--- src/rtl/alu_op_sequencer.sv ---
// Multi-cycle issuer for the combinational ALU: accepts a request, stages operand A
// through Y, captures the ALU result into Z and returns it over a valid/ready channel.
module alu_op_sequencer #(
  parameter int unsigned WIDTH  = 32,
  parameter int unsigned OPW    = 4,
  parameter int unsigned MAX_OP = 2
) (
  input  logic             clock,
  input  logic             clear,
  input  logic             req_valid,
  output logic             req_ready,
  input  logic [WIDTH-1:0] req_a,
  input  logic [WIDTH-1:0] req_b,
  input  logic [OPW-1:0]   req_op,
  output logic [WIDTH-1:0] alu_a,
  output logic [WIDTH-1:0] alu_b,
  output logic [OPW-1:0]   alu_op,
  input  logic [WIDTH-1:0] alu_result,
  output logic             rsp_valid,
  input  logic             rsp_ready,
  output logic [WIDTH-1:0] rsp_data,
  output logic             rsp_zero,
  output logic             rsp_illegal,
  output logic             busy
);

  typedef enum logic [1:0] {IDLE, LOAD_Y, EXEC, RESP} state_t;

  localparam logic [OPW-1:0] MAX_OP_C = OPW'(MAX_OP);

  state_t           state, state_nx;
  logic [WIDTH-1:0] y_reg, z_reg, b_reg, a_hold;
  logic [WIDTH-1:0] alu_b_reg;
  logic [OPW-1:0]   op_reg, alu_op_reg;
  logic             illegal;

  always_ff @(posedge clock) begin
    if (clear) begin
      state      <= IDLE;
      y_reg      <= '0;
      z_reg      <= '0;
      b_reg      <= '0;
      a_hold     <= '0;
      op_reg     <= '0;
      illegal    <= 1'b0;
      alu_b_reg  <= '0;
      alu_op_reg <= '0;
    end else begin
      state <= state_nx;
      unique case (state)
        IDLE: begin
          if (req_valid) begin
            a_hold  <= req_a;
            b_reg   <= req_b;
            op_reg  <= req_op;
            illegal <= (req_op > MAX_OP_C);
          end
        end
        LOAD_Y: begin
          // Y doubles as the registered ALU A port; B/op are staged alongside so
          // all three ALU inputs change together on entry to EXEC and then hold.
          y_reg      <= a_hold;
          alu_b_reg  <= b_reg;
          alu_op_reg <= op_reg;
        end
        EXEC: z_reg <= alu_result;
        RESP: ;
        default: ;
      endcase
    end
  end

  always_comb begin
    state_nx = state;
    unique case (state)
      IDLE:    if (req_valid) state_nx = LOAD_Y;
      LOAD_Y:  state_nx = EXEC;
      EXEC:    state_nx = RESP;
      RESP:    if (rsp_ready) state_nx = IDLE;
      default: state_nx = IDLE;
    endcase
  end

  assign alu_a       = y_reg;
  assign alu_b       = alu_b_reg;
  assign alu_op      = alu_op_reg;
  assign req_ready   = (state == IDLE);
  assign busy        = (state != IDLE);
  assign rsp_valid   = (state == RESP);
  assign rsp_data    = rsp_valid ? z_reg : '0;
  assign rsp_zero    = rsp_valid && (z_reg == '0);
  assign rsp_illegal = rsp_valid && illegal;

endmodule

--- config.mk ---
export PLATFORM = sky130hd
export DESIGN_NAME = alu_op_sequencer
export DESIGN_NICKNAME = d
export VERILOG_FILES = /design/src/rtl/alu_op_sequencer.sv
export SDC_FILE = /design/constraint.sdc
export NUM_CORES = 1
export LEC_CHECK = 0
export CAP_MARGIN = 20
export CELL_PAD_IN_SITES_DETAIL_PLACEMENT = 0
export CELL_PAD_IN_SITES_GLOBAL_PLACEMENT = 1
export CORE_ASPECT_RATIO = 2
export CORE_MARGIN = 2
export CORE_UTILIZATION = 34
export DETAILED_ROUTE_END_ITERATION = 7
export GPL_TIMING_DRIVEN = 1
export HOLD_SLACK_MARGIN = 0.1
export PLACE_DENSITY_LB_ADDON = 0.1
export SYNTH_ARGS = -nofsm -noshare
export SYNTH_HDL_FRONTEND = slang
export SYNTH_SLANG_ARGS = --single-unit
export TNS_END_PERCENT = 5
--- constraint.sdc ---
create_clock -name clock -period 1.8 [get_ports clock]
set_input_delay 0.36 -clock clock [delete_from_list [all_inputs] [get_ports clock]]
set_output_delay 0.36 -clock clock [all_outputs]
set_load 0.1 [all_outputs]
# Word level (Yosys, flattened, before mapping)
# Cells that the tools add are included.
[totals] register_bits=171 input_bits=104 elab_cells=26
[op_classes] magnitude_cmp=1 eq_ne=5 n_mux=4 n_reduce_logical=7
[ops] cell="32-bit logical NOT" n=1
[ops] cell="32-bit two-way mux" n=1
[ops] cell="2-bit case mux with 4 select lines" n=1
[ops] cell="2-bit equality test (second input constant)" n=2
[ops] cell="4-bit by 2-bit greater-than comparator with 1-bit output (second input constant)" n=1
[ops] cell="2-bit two-way mux" n=2
[ops] cell="2-bit AND reduction" n=2
[ops] cell="2-bit by 1-bit equality test with 1-bit output (second input constant)" n=1
[ops] cell="1-bit logical AND" n=2
[ops] cell="2-bit logical NOT" n=1
[ops] cell="2-bit by 1-bit != test with 1-bit output (second input constant)" n=1
[ops] cell="2-bit != test (second input constant)" n=1
[ops] cell="2-bit nonzero test" n=1

# Depth between registers and ports, before layout
# Gate-level depths: netlist of the first run.
[logic_depth] word_depth=3 ltp_mapped=8

# Least setup slack after synthesis of the first run
# Ideal clock, no wire load.
[synth_timing] path_kind="reg2out" from="reg state[1]" to="out rsp_zero" arrival_time_ps=3726 setup_slack_ps=-2286 stages_incl_launch_ff=5 n_path_buf=0 path_cell_list="dfxtp_1 > ha_1 > nor4b_1 > nand4_1 > nor3_1"
[synth_between] elab_chain_cells=2
[synth_rtl] element="start: declaration" line_no="31" source="state_t state, state_nx;"
[synth_rtl] element="start signal: assignment" line_no="49" source="state <= state_nx;"
[synth_rtl] element="2-bit equality test" line_no="89" source="assign rsp_valid = (state == RESP);"
[synth_rtl] element="via rsp_valid" line_no="19" source="output logic rsp_valid,"
[synth_rtl] element="1-bit logical AND" line_no="91" source="assign rsp_zero = rsp_valid && (z_reg == '0);"
[synth_rtl] element="end: declaration" line_no="22" source="output logic rsp_zero,"
# The timed path passes the listed nets, and every way through them passes these cells.

# Worst setup path in the final report of the first run
[layout_timing] from="reg z_reg[19]" to="out rsp_zero"
[layout_between] elab_chain_cells=2
[layout_rtl] element="start: declaration" line_no="32" source="logic [WIDTH-1:0] y_reg, z_reg, b_reg, a_hold;"
[layout_rtl] element="start signal: assignment" line_no="66" source="EXEC: z_reg <= alu_result;"
[layout_rtl] element="32-bit logical NOT" line_no="91"
[layout_rtl] element="1-bit logical AND" line_no="91"
# No other way between the ends.

==> flow_summary.yaml, run 1 <==
timing:
  fin_skew_ps: 12.0
  worst_pin_slew_ps: 386
  min_period_ps: 2160
  fmax_mhz: 463
  finalHoldViolations: 0
  worst_slack_ps: -360
  finalSetupViolations: 34
  relSlewSlack_pct: 74.2
  report.final.slew_viol_count: 0
  finalCritPeriodShare_pct: 120
  rsz0062_at_grt: "true"
floorplanning:
  rows: 71
  fp.dieW_um: 101
  dieArea_mm2: 0.0201
  start_util_pct: 34.5
  design.core.area_mm2: 0.0187
  io_pins: 209
  dieHeight_um: 199
global_routing:
  first_global_vias: 5407
  grtUsageTotal_pct: 18.3
  grt_start_max_net_pins: 53
  grt_pass1_wl_um: 28500
  antenna_found_initial: 1
  globalRoute.totalOverflow: 0
synth:
  synth_area_leader_cell: "dfxtp_1"
  ys_types: 26
  synth_cells: 690
  synth_area_leaders: "dfxtp_1, mux2i_1, nand2_1"
  seq_area_frac_synth_pct: 53.2
  syn-cell-area_mm2: 0.00643
  synth-seq-cells: 171
  yosysWarnings: 0
  avgSynthCellArea_um2: 9.32
  syn-num-nets: 799
  synth_top_area_share_pct: 53.2
drt:
  drt-vias-per-instance: 4.76
  vias: 5343
  first_iter_violations: 121
  first_pass_iters: 6
  postRouteAntennaNets: 0
  wl_per_cell_um: 16.0
  route.detailed.drc: 0
  drt-total-wl_um: 18000
final_layout:
  instances_no_fill: 1122
  drive_gt1_share_pct: 25.4
  fin_area_mm2: 0.0106
  final_util_pct: 57.0
  syn_to_final_growth_pct: 65.4
  final_nets: 1000
worst_setup_path:
  worstReg2RegStart: "state[0]$_SDFFE_PP0P_"
  path_buf_inv: 2
  critPathMaxStageDelay_ps: 320
  start_kind: "flip-flop"
  path_class: "reg -> out"
  r2r_end: "state[1]$_SDFFE_PP0P_"
  reg2reg_setup_slack_ps: 290
  crit_fanout: 3
  rr_worst_depth: 6
  cp-end-kind: "output port"
  cp_slowest_cell: "dfxtp_1"
  path_cells: "nor4_1 > buf_4 > nand4_1 > nor3_4 > buf_12"
  crit_family: "simple AND/OR/NAND/NOR gates"
  crit_arrival_ps: 1800
  worstPathRequired_ps: 1440
cts:
  insertion_delay_ps: 420
  cts_sinks: 171
  htreeDepth: 4
  clockRootBuffer: "clkbuf_16"
  clk_pin_slew_worst_paths_ps: 60
  clk_path_buf_depth: 2
  cts_tree: "yes"
  numCtsBuffers: 17
outcome:
  status: "finished, violations left"
  violations: "negative setup slack"
min_path:
  hold_class: "in -> reg"
  worstHoldStart: "clear"
  holdPathEnd: "alu_b[0]$_SDFFE_PP0N_"
  holdPathStages: 2
power:
  power.density_mw_per_mm2: 1370
  p_total_w: 0.0146
  ir_drop_mv: 0.731
  p_leak_nw: 4.06
place:
  dpl_cell_area_mm2: 0.00987
  dp.cells: 1087
  place.gp.congestion: 0.815
  hpwlAfterDp_um: 13200
  io_buffer_count: 208
flow_run:
  drv_cap: 0
## kinds of logic after synthesis
family                     after synthesis  synth area share, %
and+or+nand+nor                        290                 19.3
buffers and inverters                   52                 4.55
muxes                                  100                 15.6
AOI/OAI and AO/OA                       72                 6.38
DFF                                    171                 53.2
adders and majority gates                5                0.973
## layout make-up
class                   instances  area [um^2]
well taps                     219          274
multi-input cells             467         2910
flip-flops and latches        171         3430
fillers                      1687         8020
clock buffers                  20          457
diodes                          1         2.50
inverters                       3         16.3
clock inverters                10          120
repair buffers                231         3430
## how the worst max path moves through the flow
| stage | from | end | slack (ps) | cells after the start |
|---|---|---|---|---|
| after floorplan | state[1]$_SDFFE_PP0P_ | rsp_zero | -430 | 4 |
| after global placement | z_reg[6]$_SDFFE_PP0P_ | rsp_zero | -160 | 4 |
| after detailed placement | z_reg[6]$_SDFFE_PP0P_ | rsp_zero | -190 | 4 |
| after CTS | z_reg[4]$_SDFFE_PP0P_ | rsp_zero | -450 | 5 |
| after global routing | z_reg[14]$_SDFFE_PP0P_ | rsp_zero | -460 | 5 |
| final | z_reg[19]$_SDFFE_PP0P_ | rsp_zero | -360 | 5 |
## routing by layer
metal	up-vias	GRT usage, %	part of all wire (%)
li1	2655	-	-
met1	2514	19.1	36
met2	151	33.7	57
met3	23	5.41	5.2
met4	0	7.01	2.4
met5	-	0	0
## where the power goes
part / switching, W / internal (W)
clock network: 0.00145 / 0.00210
registers: 0.000492 / 0.00443
logic: 0.00358 / 0.00254
## what timing repair did
| item | CTS | global route |
|---|---|---|
| endpoints found under the setup margin | 36 | 36 |
| pin swaps | 4 | 21 |
| hold buffers | 0 | 0 |
| setup buffers | 2 | 2 |
| resized for setup | 16 | 31 |
## cells in the mapped netlist
library cell  number
a2111oi_2          1
a21oi_1           59
a21oi_2           10
and2_1            34
buf_1              3
buf_2             18
buf_4              9
buf_6              4
buf_8              1
clkbuf_1          14
dfxtp_1          171
ha_1               5
inv_1              3
mux2i_1          100
nand2_1          127
nand2_2           10
nand4_1            2
nor2_1           102
nor2b_1            2
nor3_1             3
nor4_1             7
nor4b_1            1
o21a_1             1
o21ai_0            1
or3_1              1
or3b_1             1
## per-stage QoR
step                setup WS (ps)  setup TNS [ps]  hold WS (ps)
global route                 -457           -7510           354
global placement             -162            -162           441
floorplan                    -431           -8980           436
CTS                          -455           -5280           325
detailed placement           -189            -189           447
finish                       -360           -4690           338
## cells in the final DEF, fill, tap and decap left out, drive strengths merged
| cell type | synthesis | final |
|---|---|---|
| nor2 | 102 | 102 |
| dfxtp | 171 | 171 |
| ha | 5 | 5 |
| nor3 | 3 | 3 |
| a21oi | 69 | 69 |
| nor2b | 2 | 2 |
| nor4b | 1 | 1 |
| bufinv | 0 | 2 |
| clkdlybuf4s50 | 0 | 102 |
| and2 | 34 | 34 |
| or3b | 1 | 1 |
| nand4 | 2 | 2 |
| a2111oi | 1 | 1 |
| nand2 | 137 | 137 |
| clkinv | 0 | 6 |
| clkinvlp | 0 | 2 |
| o21ai | 1 | 1 |
| nor4 | 7 | 7 |
| or3 | 1 | 1 |
| mux2i | 100 | 100 |
| clkbuf | 14 | 20 |
| diode | 0 | 1 |
| o21a | 1 | 1 |
| inv | 3 | 3 |
| buf | 35 | 129 |
(Power assumes the default switching activity.)
==> run 2: changes to the inputs <==
--- a/config.mk
+++ b/config.mk
@@ -5,12 +5,13 @@
 export SDC_FILE = /design/constraint.sdc
 export NUM_CORES = 1
 export LEC_CHECK = 0
+export ABC_AREA = 1
 export CAP_MARGIN = 20
 export CELL_PAD_IN_SITES_DETAIL_PLACEMENT = 0
 export CELL_PAD_IN_SITES_GLOBAL_PLACEMENT = 1
 export CORE_ASPECT_RATIO = 2
 export CORE_MARGIN = 2
-export CORE_UTILIZATION = 34
+export CORE_UTILIZATION = 32
 export DETAILED_ROUTE_END_ITERATION = 7
 export GPL_TIMING_DRIVEN = 1
 export HOLD_SLACK_MARGIN = 0.1
==> run 2 against run 1 <==
  * The run still ends with negative setup slack left
  * Utilization shrank 3.1 points
  * Sequential share of layout area is essentially flat
  * Final area is essentially flat
  * Sequential power grew 28%
  * Flip-flop and latch count is the same
  * Largest power group unchanged
==> flow_summary.yaml, run 2 <==
outcome:
  status: "finished, violations left"
  violations: "negative setup slack"
place:
  dp.cells: 1285
  hpwlAfterDp_um: 12900
  place.gp.congestion: 0.756
  io_buffer_count: 208
floorplanning:
  dieArea_mm2: 0.0212
  design.core.area_mm2: 0.0197
  dieHeight_um: 204
  io_pins: 209
  rows: 73
  start_util_pct: 32.4
  fp.dieW_um: 104
cts:
  clk_pin_slew_worst_paths_ps: 60
  clk_path_buf_depth: 2
  htreeDepth: 4
  postCtsHoldBufs: 0
  cts_tree: "yes"
  insertion_delay_ps: 420
  numCtsBuffers: 17
  clockRootBuffer: "clkbuf_16"
  cts_sinks: 171
synth:
  ys_types: 21
  synthArstFlopShare_pct: 0
  seq_area_frac_synth_pct: 53.6
  syn-num-nets: 963
  synth-seq-cells: 171
  avgSynthCellArea_um2: 7.48
  synth-main-ff-cell: "dfxtp_1"
  synth_edf_count: 0
  synth_common_cells: "nor2_1, dfxtp_1, o21ai_0"
  synth_area_leader_cell: "dfxtp_1"
  synth.most_common_cell: "nor2_1"
  synth_top_area_share_pct: 53.6
  synth_cells: 854
  syn-cell-area_mm2: 0.00638
  yosysWarnings: 0
  synth_area_leaders: "dfxtp_1, nor2_1, o21ai_0"
final_layout:
  syn_to_final_growth_pct: 66.5
  final_common_cell: "nor2_1"
  diodes: 0
  mostFrequentLayoutCells: "nor2_1, dfxtp_1, o21ai_0"
  final_util_pct: 53.9
  final_nets: 1156
  drive_gt1_share_pct: 23.3
  instances_no_fill: 1322
worst_setup_path:
  worstReg2RegStart: "state[0]$_SDFFE_PP0P_"
  cp-end-kind: "output port"
  rr_worst_depth: 7
  worstPathRequired_ps: 1440
  crit_fanout: 11
  crit_arrival_ps: 1560
  r2r_end: "b_reg[2]$_SDFFE_PP0P_"
  path_class: "reg -> out"
  reg2reg_setup_slack_ps: 300
  start_kind: "flip-flop"
timing:
  fmax_mhz: 521
  report.final.slew_viol_count: 0
  worst_slack_ps: -120
  relSlewSlack_pct: 56.5
  hold_ws_ps: 480
  min_period_ps: 1920
  worst_pin_slew_ps: 652
  finalSetupViolations: 35
  finalHoldViolations: 0
  setup_tns_ps: -2560
  finalCritPeriodShare_pct: 107
  fin_skew_ps: 5.64
  rsz0062_at_grt: "true"
global_routing:
  antenna_found_initial: 0
  grt_start_max_net_pins: 69
  grtUsageTotal_pct: 18.0
  grt_pass1_wl_um: 30200
  globalRoute.totalOverflow: 0
  first_global_vias: 5789
power:
  power.density_mw_per_mm2: 2070
  internal_power_w: 0.0114
  ir_drop_mv: 1.13
  power_switching_w: 0.0107
  p_clk_share_pct: 15.7
  seqPwrFrac_pct: 28.5
  sw_frac_of_total_pct: 48.4
  p_total_w: 0.0220
  p_leak_nw: 4.28
  comb_power_share_pct: 55.7
drt:
  drt-total-wl_um: 19100
  drt-vias-per-instance: 4.49
  vias: 5935
  postRouteAntennaNets: 0
  first_pass_iters: 4
  wl_per_cell_um: 14.4
  route.detailed.drc: 0
  first_iter_violations: 164
min_path:
  worstHoldStart: "a_hold[19]$_SDFFE_PP0P_"
  holdPathEnd: "alu_a[19]$_SDFFE_PP0N_"
  hold_class: "reg -> reg"
  holdPathStages: 2
flow_run:
  drv_cap: 0
run 2: cell count changes in the layout (fill, tap and decap cells not counted), moves of 23 or more:
cell and delta:
o21ai_0 +166, nor2_1 +231, mux2i_1 -100, clkinvlp_4 +34
nor2_2 +23, nand2_1 -104, a21oi_1 -56, and2_4 -31
run 2: what timing repair did:
action,4_1_cts,5_1_grt
gates cloned,0,1
resized for setup,9,27
pin swaps,4,1
endpoints found under the setup margin,31,43
setup buffers,2,2
run 2: final cells by class:
cell class / count / area, um^2
Inverter: 42 / 293
Tap cell: 262 / 328
Sequential cell: 171 / 3430
Clock buffer: 25 / 485
Clock inverter: 7 / 65.1
Multi-Input combinational cell: 585 / 2630
Fill cell: 1917 / 9100
Timing Repair Buffer: 230 / 3400
run 2: stage by stage:
stage	instance area [um^2]	setup WS, ps
finish	10600	-120
global route	10600	-177
CTS	10500	-138
detailed placement	9930	129
global placement	9930	150
floorplan	6560	-56.3
run 2: critical path, cell delays in order (launching register included):
cell and delay (ps):
dfxtp_4 360, ha_4 210, clkbuf_16 180, nand2_1 110
clkinvlp_4 100, buf_12 170
run 2: cell families (layout without fill, tap and decap cells):
| group | after synthesis | after routing | synth area share [%] |
|---|---|---|---|
| AND/OR/NAND/NOR | 407 | 407 | 24.8 |
| buffers and inverters | 98 | 304 | 7.00 |
| adder cells (fa/ha/maj) | 5 | 5 | 0.980 |
| AO/OA/AOI/OAI | 173 | 173 | 13.6 |
| flip-flops | 171 | 171 | 53.6 |
run 2: how the worst max path moves through the flow:
stage	start	to	slack [ps]	depth (start not counted)
finish	state[0]$_SDFFE_PP0P_	rsp_data[30]	-120	5
global route	z_reg[3]$_SDFFE_PP0P_	rsp_zero	-180	6
CTS	state[0]$_SDFFE_PP0P_	rsp_data[25]	-140	5
detailed placement	state[1]$_SDFFE_PP0P_	alu_b[8]$_SDFFE_PP0N_	130	5
global placement	state[1]$_SDFFE_PP0P_	alu_a[12]$_SDFFE_PP0N_	150	5
floorplan	state[1]$_SDFFE_PP0P_	rsp_data[11]	-60	5
run 2: routing by layer:
metal	track usage, %	up-vias	wire, um
li1	-	3044	-
met1	19.1	2712	7320
met2	33.4	155	10400
met3	5.40	24	998
met4	6.56	0	345
met5	0	-	0
run 2: power by group through the flow:
stage,Sequential (W),Clock [W],Combinational (W)
after floorplan,0.0103,0,0.00369
after global placement,0.00633,0,0.0122
after detailed placement,0.00633,0,0.0122
after CTS,0.00627,0.00358,0.0124
after global routing,0.00648,0.00371,0.0130
final,0.00629,0.00347,0.0123
